===== src/rtl/sseg_scan_controller.sv =====
// sseg_scan_controller
//
// Purpose:
//   Time-multiplexes a multi-digit common-anode 7-segment display through a
//   single shared hex_to_7_segment decoder. Per-digit codes are
//   double-buffered. A new value is written into the pending buffer and only
//   becomes active at a frame boundary, so a frame never shows a mix of old
//   and new digits. Each digit slot starts with a short guard window with all
//   anodes off. This lets the decoder output settle before the anode turns on,
//   which avoids ghosting.
//
// Parameters:
//   NUM_DIGITS   number of digits scanned (2..8)
//   REFRESH_DIV  clock cycles per digit slot (>= GUARD+2)
//   GUARD        cycles at the start of each slot with all anodes off
//
// Ports:
//   clk_i        system clock
//   rst_ni       asynchronous active-low reset
//   digits_i     digit codes, digit k = [8k+7:8k], digit 0 least significant
//   dp_i         decimal point per digit, 1 = lit
//   blank_lz_i   1 = blank leading zeros
//   load_i       single-cycle request to capture digits_i/dp_i/blank_lz_i
//   duty_i       (SSEG_DIMMING_EN only) anode duty, 15 = full on
//   load_done_o  one-cycle pulse when captured data becomes active
//   code_o       code to decoder hex_i, 8'h7F = blank
//   an_o         anode enables, active-low
//   dp_o         decimal point segment, active-low
//
// Optional feature macro: SSEG_DIMMING_EN
//   When this macro is defined, the duty_i port is added. A free-running
//   4-bit PWM counter then gates the selected anode.
module sseg_scan_controller #(
  parameter int NUM_DIGITS  = 4,
  parameter int REFRESH_DIV = 50000,
  parameter int GUARD       = 16
) (
  input  logic                    clk_i,
  input  logic                    rst_ni,
  input  logic [8*NUM_DIGITS-1:0] digits_i,
  input  logic [NUM_DIGITS-1:0]   dp_i,
  input  logic                    blank_lz_i,
  input  logic                    load_i,
`ifdef SSEG_DIMMING_EN
  input  logic [3:0]              duty_i,
`endif
  output logic                    load_done_o,
  output logic [7:0]              code_o,
  output logic [NUM_DIGITS-1:0]   an_o,
  output logic                    dp_o
);

  localparam int DIV_W = $clog2(REFRESH_DIV);
  localparam int IDX_W = $clog2(NUM_DIGITS);
  localparam logic [DIV_W-1:0] DIV_LAST  = DIV_W'(REFRESH_DIV - 1);
  localparam logic [DIV_W-1:0] GUARD_END = DIV_W'(GUARD);
  localparam logic [IDX_W-1:0] IDX_LAST  = IDX_W'(NUM_DIGITS - 1);

  logic [DIV_W-1:0] div_cnt;
  logic [IDX_W-1:0] idx;
  logic             slot_tick;
  logic             frame_tick;
  logic             in_guard;

  logic [8*NUM_DIGITS-1:0] act_digits;
  logic [8*NUM_DIGITS-1:0] pend_digits;
  logic [NUM_DIGITS-1:0]   act_dp;
  logic [NUM_DIGITS-1:0]   pend_dp;
  logic                    act_blz;
  logic                    pend_blz;
  logic                    pend_valid;

  logic [7:0]            shown_code [NUM_DIGITS];
  logic [NUM_DIGITS-1:1] zero_above;  // bit k: digits k..top are all zero
  logic [NUM_DIGITS-1:0] an_sel;

  assign slot_tick  = (div_cnt == DIV_LAST);
  assign frame_tick = slot_tick && (idx == IDX_LAST);
  assign in_guard   = (div_cnt < GUARD_END);
  assign an_sel     = ~(NUM_DIGITS'(1) << idx);

  // Leading-zero blanking. The zero test ripples down from the most
  // significant digit. Digit 0 bypasses it, so a value of all zeros still
  // shows one "0".
  for (genvar gi = 0; gi < NUM_DIGITS; gi++) begin : g_digit
    logic [7:0] raw;
    assign raw = act_digits[8*gi +: 8];
    if (gi == 0) begin : g_lsd
      assign shown_code[gi] = raw;
    end else begin : g_upper
      if (gi == NUM_DIGITS - 1) begin : g_top
        assign zero_above[gi] = (raw == 8'h00);
      end else begin : g_mid
        assign zero_above[gi] = (raw == 8'h00) && zero_above[gi+1];
      end
      assign shown_code[gi] = (act_blz && zero_above[gi]) ? 8'h7F : raw;
    end
  end

  // Slot divider and digit index.
  always_ff @(posedge clk_i or negedge rst_ni) begin
    if (!rst_ni) begin
      div_cnt <= '0;
      idx     <= '0;
    end else if (slot_tick) begin
      div_cnt <= '0;
      idx     <= (idx == IDX_LAST) ? '0 : idx + 1'b1;
    end else begin
      div_cnt <= div_cnt + 1'b1;
    end
  end

  // Double buffer. A load that lands exactly on frame_tick skips the
  // pending buffer, so it is not delayed by a whole extra frame.
  always_ff @(posedge clk_i or negedge rst_ni) begin
    if (!rst_ni) begin
      act_digits  <= {NUM_DIGITS{8'h7F}};
      act_dp      <= '0;
      act_blz     <= 1'b0;
      pend_digits <= {NUM_DIGITS{8'h7F}};
      pend_dp     <= '0;
      pend_blz    <= 1'b0;
      pend_valid  <= 1'b0;
      load_done_o <= 1'b0;
    end else begin
      load_done_o <= frame_tick && (load_i || pend_valid);
      if (frame_tick) begin
        if (load_i) begin
          act_digits <= digits_i;
          act_dp     <= dp_i;
          act_blz    <= blank_lz_i;
        end else if (pend_valid) begin
          act_digits <= pend_digits;
          act_dp     <= pend_dp;
          act_blz    <= pend_blz;
        end
        pend_valid <= 1'b0;
      end else if (load_i) begin
        pend_digits <= digits_i;
        pend_dp     <= dp_i;
        pend_blz    <= blank_lz_i;
        pend_valid  <= 1'b1;
      end
    end
  end

`ifdef SSEG_DIMMING_EN
  logic [3:0] pwm_cnt;

  always_ff @(posedge clk_i or negedge rst_ni) begin
    if (!rst_ni) begin
      pwm_cnt <= '0;
    end else begin
      pwm_cnt <= pwm_cnt + 1'b1;
    end
  end
`endif

  // Display outputs. They are registered, so they lag div_cnt/idx by one
  // cycle. During the guard window, code_o already carries the slot's code,
  // so the decoder has settled by the time the anode turns on.
  always_ff @(posedge clk_i or negedge rst_ni) begin
    if (!rst_ni) begin
      an_o   <= '1;
      code_o <= 8'h7F;
      dp_o   <= 1'b1;
    end else begin
      code_o <= shown_code[idx];
      if (in_guard) begin
        an_o <= '1;
        dp_o <= 1'b1;
      end else begin
`ifdef SSEG_DIMMING_EN
        an_o <= (pwm_cnt <= duty_i) ? an_sel : '1;
`else
        an_o <= an_sel;
`endif
        dp_o <= ~act_dp[idx];
      end
    end
  end

endmodule

===== config.mk =====
export PLATFORM = sky130hd
export DESIGN_NAME = sseg_scan_controller
export DESIGN_NICKNAME = d
export VERILOG_FILES = /design/src/rtl/sseg_scan_controller.sv
export SDC_FILE = /design/constraint.sdc
export NUM_CORES = 1
export LEC_CHECK = 0
export ABC_AREA = 1
export CORE_MARGIN = 2
export CORE_UTILIZATION = 62
export CTS_CLUSTER_SIZE = 8
export DETAILED_ROUTE_END_ITERATION = 7
export GPL_TIMING_DRIVEN = 1
export PLACE_DENSITY = 0.85
export RECOVER_POWER = 50
export SETUP_SLACK_MARGIN = 0.05
export SKIP_CTS_REPAIR_TIMING = 1
export SYNTH_ARGS = -nofsm -noshare
export SYNTH_HDL_FRONTEND = slang
export SYNTH_SLANG_ARGS = --single-unit

===== constraint.sdc =====
create_clock -name clk_i -period 4.5 [get_ports clk_i]
set_input_delay 0.45 -clock clk_i [delete_from_list [all_inputs] [get_ports clk_i]]
set_output_delay 0.45 -clock clk_i [all_outputs]
set_load 0.1 [all_outputs]

==> flow_summary.yaml <==
detailed_routing:
  route.detailed.drc: 0
  first_pass_iters: 5
  drt_iter0_drc: 275
  viasPerCell: 5.54
  routed_wl_mm: 12.1
  wl_per_cell_um: 14.1
  final_antenna_net_count: 0
  vias: 4779
worst_setup_path:
  crit_top_cell: "nand2_1"
  cpMaxStageDelayCell: "dfrtp_1"
  crit_path_end_kind: "register"
  crit_path_max_fanout: 37
  cp.arrival_ps: 2900
  reg2reg_depth: 6
  critPathRequiredTime_ps: 4800
  path_cells: "ha_1 -> nand3_2 -> buf_4 -> nand2_4 -> nand2_1 -> nand2_1"
  worstReg2RegEnd: "pend_digits[28]"
  rr_startpoint: "idx[0]"
  critPathMaxStageDelay_ps: 890
  rrSetupSlack_ps: 1900
  cp-start-kind: "register"
  path_class: "register to register"
global_routing:
  antenna_found_initial: 0
  use_met1: 0.364
  grt_use_met3: 0.0457
  grt_busiest_layer: "met2"
  grt_use_total: 0.264
  grtUsageMet2: 0.426
  grt_pass1_wl_mm: 21.2
  grt_pass1_vias: 4619
  grt_overflow: 0
  grt_max_degree: 64
worst_hold_path:
  worstHoldEndpoint: "pend_digits[21]"
  min_from: "pend_digits[21]"
  hold_depth: 2
  hp-class: "register to register"
floorplan:
  die_area_um2: 9890
  die_w_um: 99.4
  initial_utilization: 0.644
  rows: 34
  coreArea_um2: 8760
  die_h_um: 99.4
  ioPinCount: 54
layout:
  fillers: 723
  postLayoutCellArea_um2: 6270
  syn2layout_area_growth_pct: 11.0
  n_antenna_cell: 0
  nNetsFinal: 795
  layout-drive-gt1-share: 0.150
yosys:
  synthTopCellsByCount: "nand2_1, nor2_1, dfstp_2"
  synth_top_cell_area_share: 0.316
  post-synth-top-area-cell: "dfstp_2"
  synth_ff_type: "dfstp_2"
  yosysUniqueCellTypes: 28
  ys_seq_area_frac: 0.489
  synth_area_per_cell_um2: 7.82
  synthCells: 722
  ys_ff_latch: 107
  synth_edf_count: 0
  yosysWarnings: 0
  synth.most_common_cell: "nand2_1"
  synth_area_leaders: "dfstp_2, dfrtp_1, nand2_1"
  async_flop_share: 1.00
  synth_area_um2: 5650
  synthesis.nets: 767
sta:
  maxSlewViolCount: 50
  slew_headroom: -0.761
  finalSetupViolCount: 0
  finalCritPeriodShare: 0.578
  clock_skew_ps: 9.96
  finalCriticalPeriod_ps: 2600
  tightest_slew_ps: 2640
  rsz0062_at_grt: "false"
  clock.fmax_ghz: 0.385
  hold_violations: 0
  tns_ps: 0
pwr:
  p_leak_nw: 3.02
  powerDensity_nw_per_um2: 269
  ir_drop_uv: 171
clock_tree:
  cts_buffers: 9
  h-tree-depth: 3
  root_buffer: "clkbuf_8"
  cts_tree: "built"
  clock_latency_ps: 360
  cts_buffer_depth: 2
  cts_sinks: 107
  clk_pin_slew_ps: 100
placed_design:
  io_buffers: 53
  dpl_cell_area_um2: 6110
  place_hpwl_mm: 8.45
  gp_congestion: 0.907
run:
  cap_viol_max_count: 1
outcome:
  violations: "max-capacitance violations, max-slew violations"
  status: "finished with violations"
[flip-flops by register name, summed over array words and instances, names as in the netlist]
name,flops
act_dp,4
pend_blz,1
load_done_o,1
an_o,4
pend_dp,4
pend_valid,1
dp_o,1
idx,2
pend_digits,32
code_o,8
div_cnt,16
act_digits,32
act_blz,1
[placed cells by master, fill, tap and decap left out, types with 5 or more instances in the layout]
cell / synthesis / layout
nand2_1: 254 / 254
dfrtp_1: 39 / 39
xor2_1: 11 / 11
buf_4: 3 / 7
clkbuf_8: 0 / 9
nand3_2: 16 / 16
ha_1: 5 / 5
nand4_1: 41 / 41
clkdlybuf4s50_1: 0 / 51
inv_1: 62 / 62
dfstp_2: 68 / 68
o21ai_0: 43 / 43
nor3_1: 5 / 5
nand3_1: 48 / 48
nor2_1: 73 / 73
[routing by layer]
metal  share of wire  up-vias
li1                -     2349
met1            0.45     2243
met2            0.48      158
met3           0.054       29
met4           0.023        0
met5               0        -
[power breakdown]
| part | internal [mW] | switching, mW | total (mW) |
|---|---|---|---|
| sequential | 1.01 | 0.0165 | 1.03 |
| combinational | 0.0611 | 0.0826 | 0.144 |
| clock | 0.202 | 0.312 | 0.515 |
[logic make-up after synthesis]
logic type	share of synthesized area
AOI/OAI and AO/OA	0.0434
xor gates and xnor gates	0.0186
adders and majority gates	0.0111
buffers and inverters	0.0868
DFF	0.489
and+or+nand+nor	0.351
[critical path, delay by kind of cell, from the launching register on]
family        cells  cell delay, ps
fa+ha+maj         1             300
buf+inv           1             410
flops             1             890
simple gates      4             920
[area by class of cell]
type	count	area (um^2)	area share
clock inverters	4	28.8	0.00459
multi-input cells	508	2390	0.382
inverters	65	245	0.0391
clock buffers	12	135	0.0216
well taps	108	135	0.0216
repair buffers	59	567	0.0904
flip-flops and latches	107	2760	0.441
[worst max path at each step]
| stage | startpoint | endpoint | slack, ps | cells past startpoint |
|---|---|---|---|---|
| floorplan | div_cnt[0] | pend_digits[15] | 3020 | 8 |
| global placement | idx[0] | pend_digits[23] | 2030 | 6 |
| detailed placement | idx[0] | pend_digits[17] | 1940 | 6 |
| CTS | idx[0] | pend_digits[17] | 1930 | 6 |
| global route | rst_ni | pend_digits[29] | 1610 | 2 |
| finish | idx[0] | pend_digits[28] | 1900 | 6 |
[stage by stage]
stage	util	hold WS, ps	cells	power, mW	worst slack [ps]
after global routing	0.715	482	863	1.76	1610
after detailed placement	0.697	457	847	1.19	1940
after global placement	0.697	449	847	1.18	2030
after floorplan	-	154	722	1.11	3020
final	0.715	470	863	1.68	1900
after CTS	0.716	103	863	1.70	1930
(Power assumes the default switching activity.)
